--- src/rtl/incline_pkg.sv ---
// Shared types and default widths for the incline filter slice.
package incline_pkg;

  typedef enum logic {
    FILL = 1'b0,
    RUN  = 1'b1
  } state_t;

  localparam int IN_W_DEF     = 13;
  localparam int OUT_W_DEF    = 10;
  localparam int AVG_LOG2_DEF = 2;

endpackage

--- src/rtl/incline_sat_param.sv ---
// Combinational clip of a signed IN_W sample into the signed OUT_W range.
module incline_sat_param
  import incline_pkg::*;
#(
  parameter int IN_W  = IN_W_DEF,
  parameter int OUT_W = OUT_W_DEF
) (
  input  logic [IN_W-1:0]  din,
  output logic [OUT_W-1:0] value,
  output logic             hi,
  output logic             lo
);

  localparam logic signed [IN_W-1:0] MAX_V = IN_W'((2 ** (OUT_W - 1)) - 1);
  localparam logic signed [IN_W-1:0] MIN_V = IN_W'(-(2 ** (OUT_W - 1)));

  always_comb begin
    hi = ($signed(din) > MAX_V);
    lo = ($signed(din) < MIN_V);
    if (hi) begin
      value = {1'b0, {(OUT_W - 1){1'b1}}};
    end else if (lo) begin
      value = {1'b1, {(OUT_W - 1){1'b0}}};
    end else begin
      value = din[OUT_W-1:0];
    end
  end

endmodule

--- src/rtl/incline_filter.sv ---
// Saturating moving-average filter for the raw incline sample stream.
// Define INCLINE_FILTER_SAT_STAT_EN to add the sat_cnt clipped-sample counter.
module incline_filter
  import incline_pkg::*;
#(
  parameter int IN_W     = IN_W_DEF,
  parameter int OUT_W    = OUT_W_DEF,
  parameter int AVG_LOG2 = AVG_LOG2_DEF
) (
  input  logic             clk,
  input  logic             rst_n,
  input  logic             clr,
  input  logic             in_vld,
  input  logic [IN_W-1:0]  incline,
  output logic             out_vld,
  output logic [OUT_W-1:0] incline_filt,
  output logic             sat_hi,
  output logic             sat_lo,
  output logic             full
`ifdef INCLINE_FILTER_SAT_STAT_EN
  ,
  output logic [15:0]      sat_cnt
`endif
);

  localparam int N     = 1 << AVG_LOG2;
  localparam int SUM_W = OUT_W + AVG_LOG2;

  logic [OUT_W-1:0] sat_val;
  logic             sat_hi_c;
  logic             sat_lo_c;

  incline_sat_param #(
    .IN_W (IN_W),
    .OUT_W(OUT_W)
  ) u_sat (
    .din  (incline),
    .value(sat_val),
    .hi   (sat_hi_c),
    .lo   (sat_lo_c)
  );

  state_t                   state_q, state_d;
  logic [AVG_LOG2-1:0]      ptr_q, ptr_d;
  logic signed [SUM_W-1:0]  sum_q, sum_d;
  logic [OUT_W-1:0]         buf_q [N];
  logic [OUT_W-1:0]         buf_d [N];
  logic [OUT_W-1:0]         filt_q, filt_d;
  logic                     hi_q, hi_d;
  logic                     lo_q, lo_d;
  logic                     vld_q, vld_d;

  logic [OUT_W-1:0]         oldest;
  logic signed [SUM_W-1:0]  new_ext;
  logic signed [SUM_W-1:0]  old_ext;
  logic signed [SUM_W-1:0]  sum_next;

  // During FILL the slot being overwritten never held a real sample, so it counts as zero.
  always_comb begin
    oldest   = (state_q == RUN) ? buf_q[ptr_q] : '0;
    new_ext  = {{AVG_LOG2{sat_val[OUT_W-1]}}, sat_val};
    old_ext  = {{AVG_LOG2{oldest[OUT_W-1]}}, oldest};
    sum_next = sum_q + new_ext - old_ext;
  end

  always_comb begin
    state_d = state_q;
    ptr_d   = ptr_q;
    sum_d   = sum_q;
    buf_d   = buf_q;
    filt_d  = filt_q;
    hi_d    = hi_q;
    lo_d    = lo_q;
    vld_d   = 1'b0;
    if (clr) begin
      state_d = FILL;
      ptr_d   = '0;
      sum_d   = '0;
      filt_d  = '0;
      hi_d    = 1'b0;
      lo_d    = 1'b0;
      for (int i = 0; i < N; i++) buf_d[i] = '0;
    end else if (in_vld) begin
      buf_d[ptr_q] = sat_val;
      ptr_d        = ptr_q + 1'b1;
      sum_d        = sum_next;
      // Dropping the low AVG_LOG2 bits of the signed sum is the floor division by N.
      filt_d       = sum_next[SUM_W-1:AVG_LOG2];
      hi_d         = sat_hi_c;
      lo_d         = sat_lo_c;
      vld_d        = 1'b1;
      if ((state_q == FILL) && (ptr_q == AVG_LOG2'(N - 1))) state_d = RUN;
    end
  end

  always_ff @(posedge clk or negedge rst_n) begin
    if (!rst_n) begin
      state_q <= FILL;
      ptr_q   <= '0;
      sum_q   <= '0;
      for (int i = 0; i < N; i++) buf_q[i] <= '0;
      filt_q  <= '0;
      hi_q    <= 1'b0;
      lo_q    <= 1'b0;
      vld_q   <= 1'b0;
    end else begin
      state_q <= state_d;
      ptr_q   <= ptr_d;
      sum_q   <= sum_d;
      buf_q   <= buf_d;
      filt_q  <= filt_d;
      hi_q    <= hi_d;
      lo_q    <= lo_d;
      vld_q   <= vld_d;
    end
  end

  assign out_vld      = vld_q;
  assign incline_filt = filt_q;
  assign sat_hi       = hi_q;
  assign sat_lo       = lo_q;
  assign full         = (state_q == RUN);

`ifdef INCLINE_FILTER_SAT_STAT_EN
  logic [15:0] sat_cnt_q, sat_cnt_d;

  always_comb begin
    sat_cnt_d = sat_cnt_q;
    if (clr) begin
      sat_cnt_d = '0;
    end else if (in_vld && (sat_hi_c || sat_lo_c) && (sat_cnt_q != 16'hFFFF)) begin
      sat_cnt_d = sat_cnt_q + 16'd1;
    end
  end

  always_ff @(posedge clk or negedge rst_n) begin
    if (!rst_n) sat_cnt_q <= '0;
    else        sat_cnt_q <= sat_cnt_d;
  end

  assign sat_cnt = sat_cnt_q;
`endif

endmodule

--- config.mk ---
export PLATFORM = sky130hd
export DESIGN_NAME = incline_filter
export DESIGN_NICKNAME = d
export VERILOG_FILES = /design/src/rtl/incline_pkg.sv /design/src/rtl/incline_sat_param.sv /design/src/rtl/incline_filter.sv
export SDC_FILE = /design/constraint.sdc
export NUM_CORES = 1
export LEC_CHECK = 0
export BUFFER_PORTS_ARGS = -buffer_cell sky130_fd_sc_hd__buf_4
export CAP_MARGIN = 5
export CORE_UTILIZATION = 55
export CTS_CLUSTER_DIAMETER = 60
export DETAILED_ROUTE_END_ITERATION = 10
export PLACE_DENSITY = 0.77
export SYNTH_ARGS = -nofsm -noshare
export SYNTH_HDL_FRONTEND = slang
export SYNTH_HIERARCHICAL = 1
export SYNTH_SLANG_ARGS = --single-unit
--- constraint.sdc ---
create_clock -name clk -period 5.3 [get_ports clk]
set_input_delay 0.265 -clock clk [delete_from_list [all_inputs] [get_ports clk]]
set_output_delay 0.265 -clock clk [all_outputs]
set_load 0.1 [all_outputs]
==> impl_metrics.csv <==
group,metric,value,unit
sta,worst_pin_slew,894,ps
synthesis,syn_nets,467,
critical_path,start_kind,"flop",
synthesis,yosysSeqAreaShare,38.2,%
detailed_routing,via_count,2886,
cells_and_area,multiInputGateArea,1980,um2
critical_path,end_kind,"flop",
cells_and_area,drive_gt1_share,14.0,%
synthesis,synth_edf_count,0,
detailed_routing,wl,8270,um
synthesis,ys_seq_elements,58,
placement,port_buffers,30,
sta,rsz0062_at_grt,"false",
die,chipHeight,85.1,um
global_route,grt_pass1_vias,2893,
run_status,status,"finished with violations",
sta,finalHoldViolCount,14,
cells_and_area,finalNetCount,477,
power_and_ir_drop,total_leakage_power,1.95,nW
placement,dp.cells,498,
critical_path,cp.arrival,4240,ps
cts,clk_latency,340,ps
sta,setup_viol,0,
global_route,grt_first_pass_wirelength,14100,um
cts,cts-htree-levels,3,
placement,dp_hpwl,5640,um
detailed_routing,dr.first_iter.drc_count,214,
sta,whs,-15.2,ps
cts,root_buffer,"clkbuf_8",
placement,place.gp.congestion,0.855,
synthesis,synth_cells,422,
sta,clock_skew,4.76,ps
detailed_routing,viasPerCell,5.61,
global_route,grt_max_degree,59,
global_route,overflow,0,
die,die-area,7250,um2
cells_and_area,fillers,544,
sta,slew_violations,0,
sta,max_freq,249,MHz
cts,cts_buffers,9,
synthesis,synthArstFlopShare,100,%
die,die_x,85.1,um
cts,cts_num_sinks,58,
global_route,antenna_found_initial,0,
placement,dpl_cell_area,3940,um2
cts,clock_path_buffers,2,
cells_and_area,diodes,0,
sta,setup-tns-final,0,ps
sta,min_period,4020,ps
die,initial_utilization,58.5,%
run_status,violations,"hold timing",
cells_and_area,regArea,1450,um2
sta,fin_crit_sh,75.8,%
detailed_routing,postRouteAntennaNets,0,
power_and_ir_drop,p_per_area,421,nW/um2
synthesis,synthesis.area,3800,um2
detailed_routing,avgRoutedWirePerCell,16.1,um
cells_and_area,final_design_area_no_fill,4150,um2
cts,cts_tree,"yes",
critical_path,required,5520,ps
critical_path,critical_path_class,"flop to flop",
synthesis,synth.avg_cell_area,9.00,um2
die,ios,31,
global_route,grtUsageTotal,25.4,%
cts,postCtsSetupBuffers,0,
power_and_ir_drop,peakVddDrop,239,uV
die,design.core.area,6490,um2
detailed_routing,drcViolationCount,0,
cts,path_clk_slew,70,ps
synthesis,yosysUniqueCellTypes,38,
synthesis,ys_warn_count,6,
sta,slew_headroom,39.9,%
synthesis,synth_ff_type,"dfrtp_1",
detailed_routing,dr.pass1.iters,4,
cts,cts_resized,0,
worst_hold_path,hp-class,"input pin to async pin",
cts,cts_hold_buf,0,
die,rows,29,
cells_and_area,fin_cells,514,
run,maxCapViolations,0,
critical_path,path_max_fanout,15,
cells_and_area,syn_to_final_growth,9.32,%
sequential cells by signal, summed over array words and instances (netlist names):
name / cells
ptr_q: 2
sat_lo: 1
sum_q: 12
sat_hi: 1
buf_q: 40
full: 1
out_vld: 1
cell usage after synthesis, types with 10 or more instances:
| cell type | number | area, um2 |
|---|---|---|
| ha_1 | 17 | 213 |
| and2_1 | 14 | 87.6 |
| buf_4 | 11 | 82.6 |
| mux2i_1 | 11 | 110 |
| nor3_1 | 12 | 60.1 |
| dfrtp_1 | 58 | 1450 |
| inv_1 | 48 | 180 |
| clkbuf_1 | 12 | 45.0 |
| a21boi_0 | 10 | 75.1 |
| a21oi_1 | 46 | 230 |
| fa_1 | 11 | 220 |
| nand2_1 | 88 | 330 |
| nor2_1 | 19 | 71.3 |
where the power goes:
| part | leakage (nW) | switching, mW | internal (mW) | total, mW |
|---|---|---|---|---|
| sequential | 0.793 | 0.0359 | 0.481 | 0.517 |
| combinational | 1.05 | 0.495 | 0.275 | 0.770 |
| clock | 0.109 | 0.184 | 0.276 | 0.460 |
| total | 1.95 | 0.715 | 1.03 | 1.75 |
layer usage:
layer | vias to the layer above | wire [um] | track usage [%]
met5 | - | 0 | 0
met4 | 0 | 103 | 7.70
met3 | 10 | 377 | 3.50
met2 | 80 | 4160 | 43.5
met1 | 1396 | 3630 | 33.9
li1 | 1400 | - | -
stage by stage:
stage | total power, mW | hold slack, ps | setup WS [ps] | util [%]
floorplan | 1.17 | -30.6 | 1790 | -
global placement | 1.27 | 368 | 1380 | 60.6
detailed placement | 1.29 | 369 | 1260 | 60.6
CTS | 1.75 | 12.7 | 1250 | 64.0
global route | 1.85 | 52.2 | 1060 | 64.0
finish | 1.75 | -15.2 | 1280 | 64.0
critical path, cell delays in order (launching register included):
cell and delay, ps:
dfrtp_1 850, mux4_2 590, and2_1 180, fa_1 530, inv_1 60, ha_1 300, a21o_1 180, a21oi_1 270
o21bai_2 140, a31oi_1 240, mux2i_1 230, mux2_1 340
final cells by class:
| class | instances | area share (%) |
|---|---|---|
| flip-flops and latches | 58 | 34.9 |
| multi-input cells | 285 | 47.7 |
| repair buffers | 30 | 5.42 |
| well taps | 77 | 2.32 |
| clock buffers | 11 | 3.40 |
| clock inverters | 5 | 1.87 |
| inverters | 48 | 4.34 |
cells in the final DEF (no fill, tap or decap), types with 2 or more instances in the layout:
cell type  netlist  routed
xor2_1           4       4
nor2b_1          3       3
mux4_2           9       9
a21oi_1         46      46
a21o_1           4       4
buf_4           11      30
and3_1           2       2
dfrtp_1         58      58
and2_1          14      14
a31oi_1          4       4
nor4_1           9       9
clkbuf_8         1      10
bufinv_16        0       2
nor3_1          12      12
nand2_1         88      88
a22o_1           4       4
ha_1            17      17
a21boi_0        10      10
fa_1            11      11
clkinv_2         0       2
mux2i_1         11      11
nor2_1          19      19
xnor2_1          7       7
inv_1           48      48
final timing paths:
path | start | to | slack, ps | depth (start not counted)
max | ptr_q[0]$_DFFE_PN0P_ | sum_q[11]$_DFFE_PN0P_ | 1280 | 11
min reg2reg | buf_q[21]$_DFFE_PN0P_ | buf_q[21]$_DFFE_PN0P_ | 520 | 2
min in group clk | incline[12] | buf_q[19]$_DFFE_PN0P_ | 290 | 3
min | rst_n | sat_hi$_DFFE_PN0P_ | -20 | 1
max in group asynchronous | rst_n | buf_q[39]$_DFFE_PN0P_ | 4830 | 1
max reg2reg | ptr_q[0]$_DFFE_PN0P_ | sum_q[11]$_DFFE_PN0P_ | 1280 | 11
kinds of logic after synthesis:
| logic type | after synthesis | share of synthesized area, % |
|---|---|---|
| xor+xnor | 11 | 2.54 |
| simple gates | 149 | 17.1 |
| fa+ha+maj | 28 | 11.4 |
| flops | 58 | 38.2 |
| mux | 22 | 8.82 |
| compound gates | 75 | 12.3 |
| buf+inv | 79 | 9.65 |
Note: power is estimated with default switching activity, not from simulation.
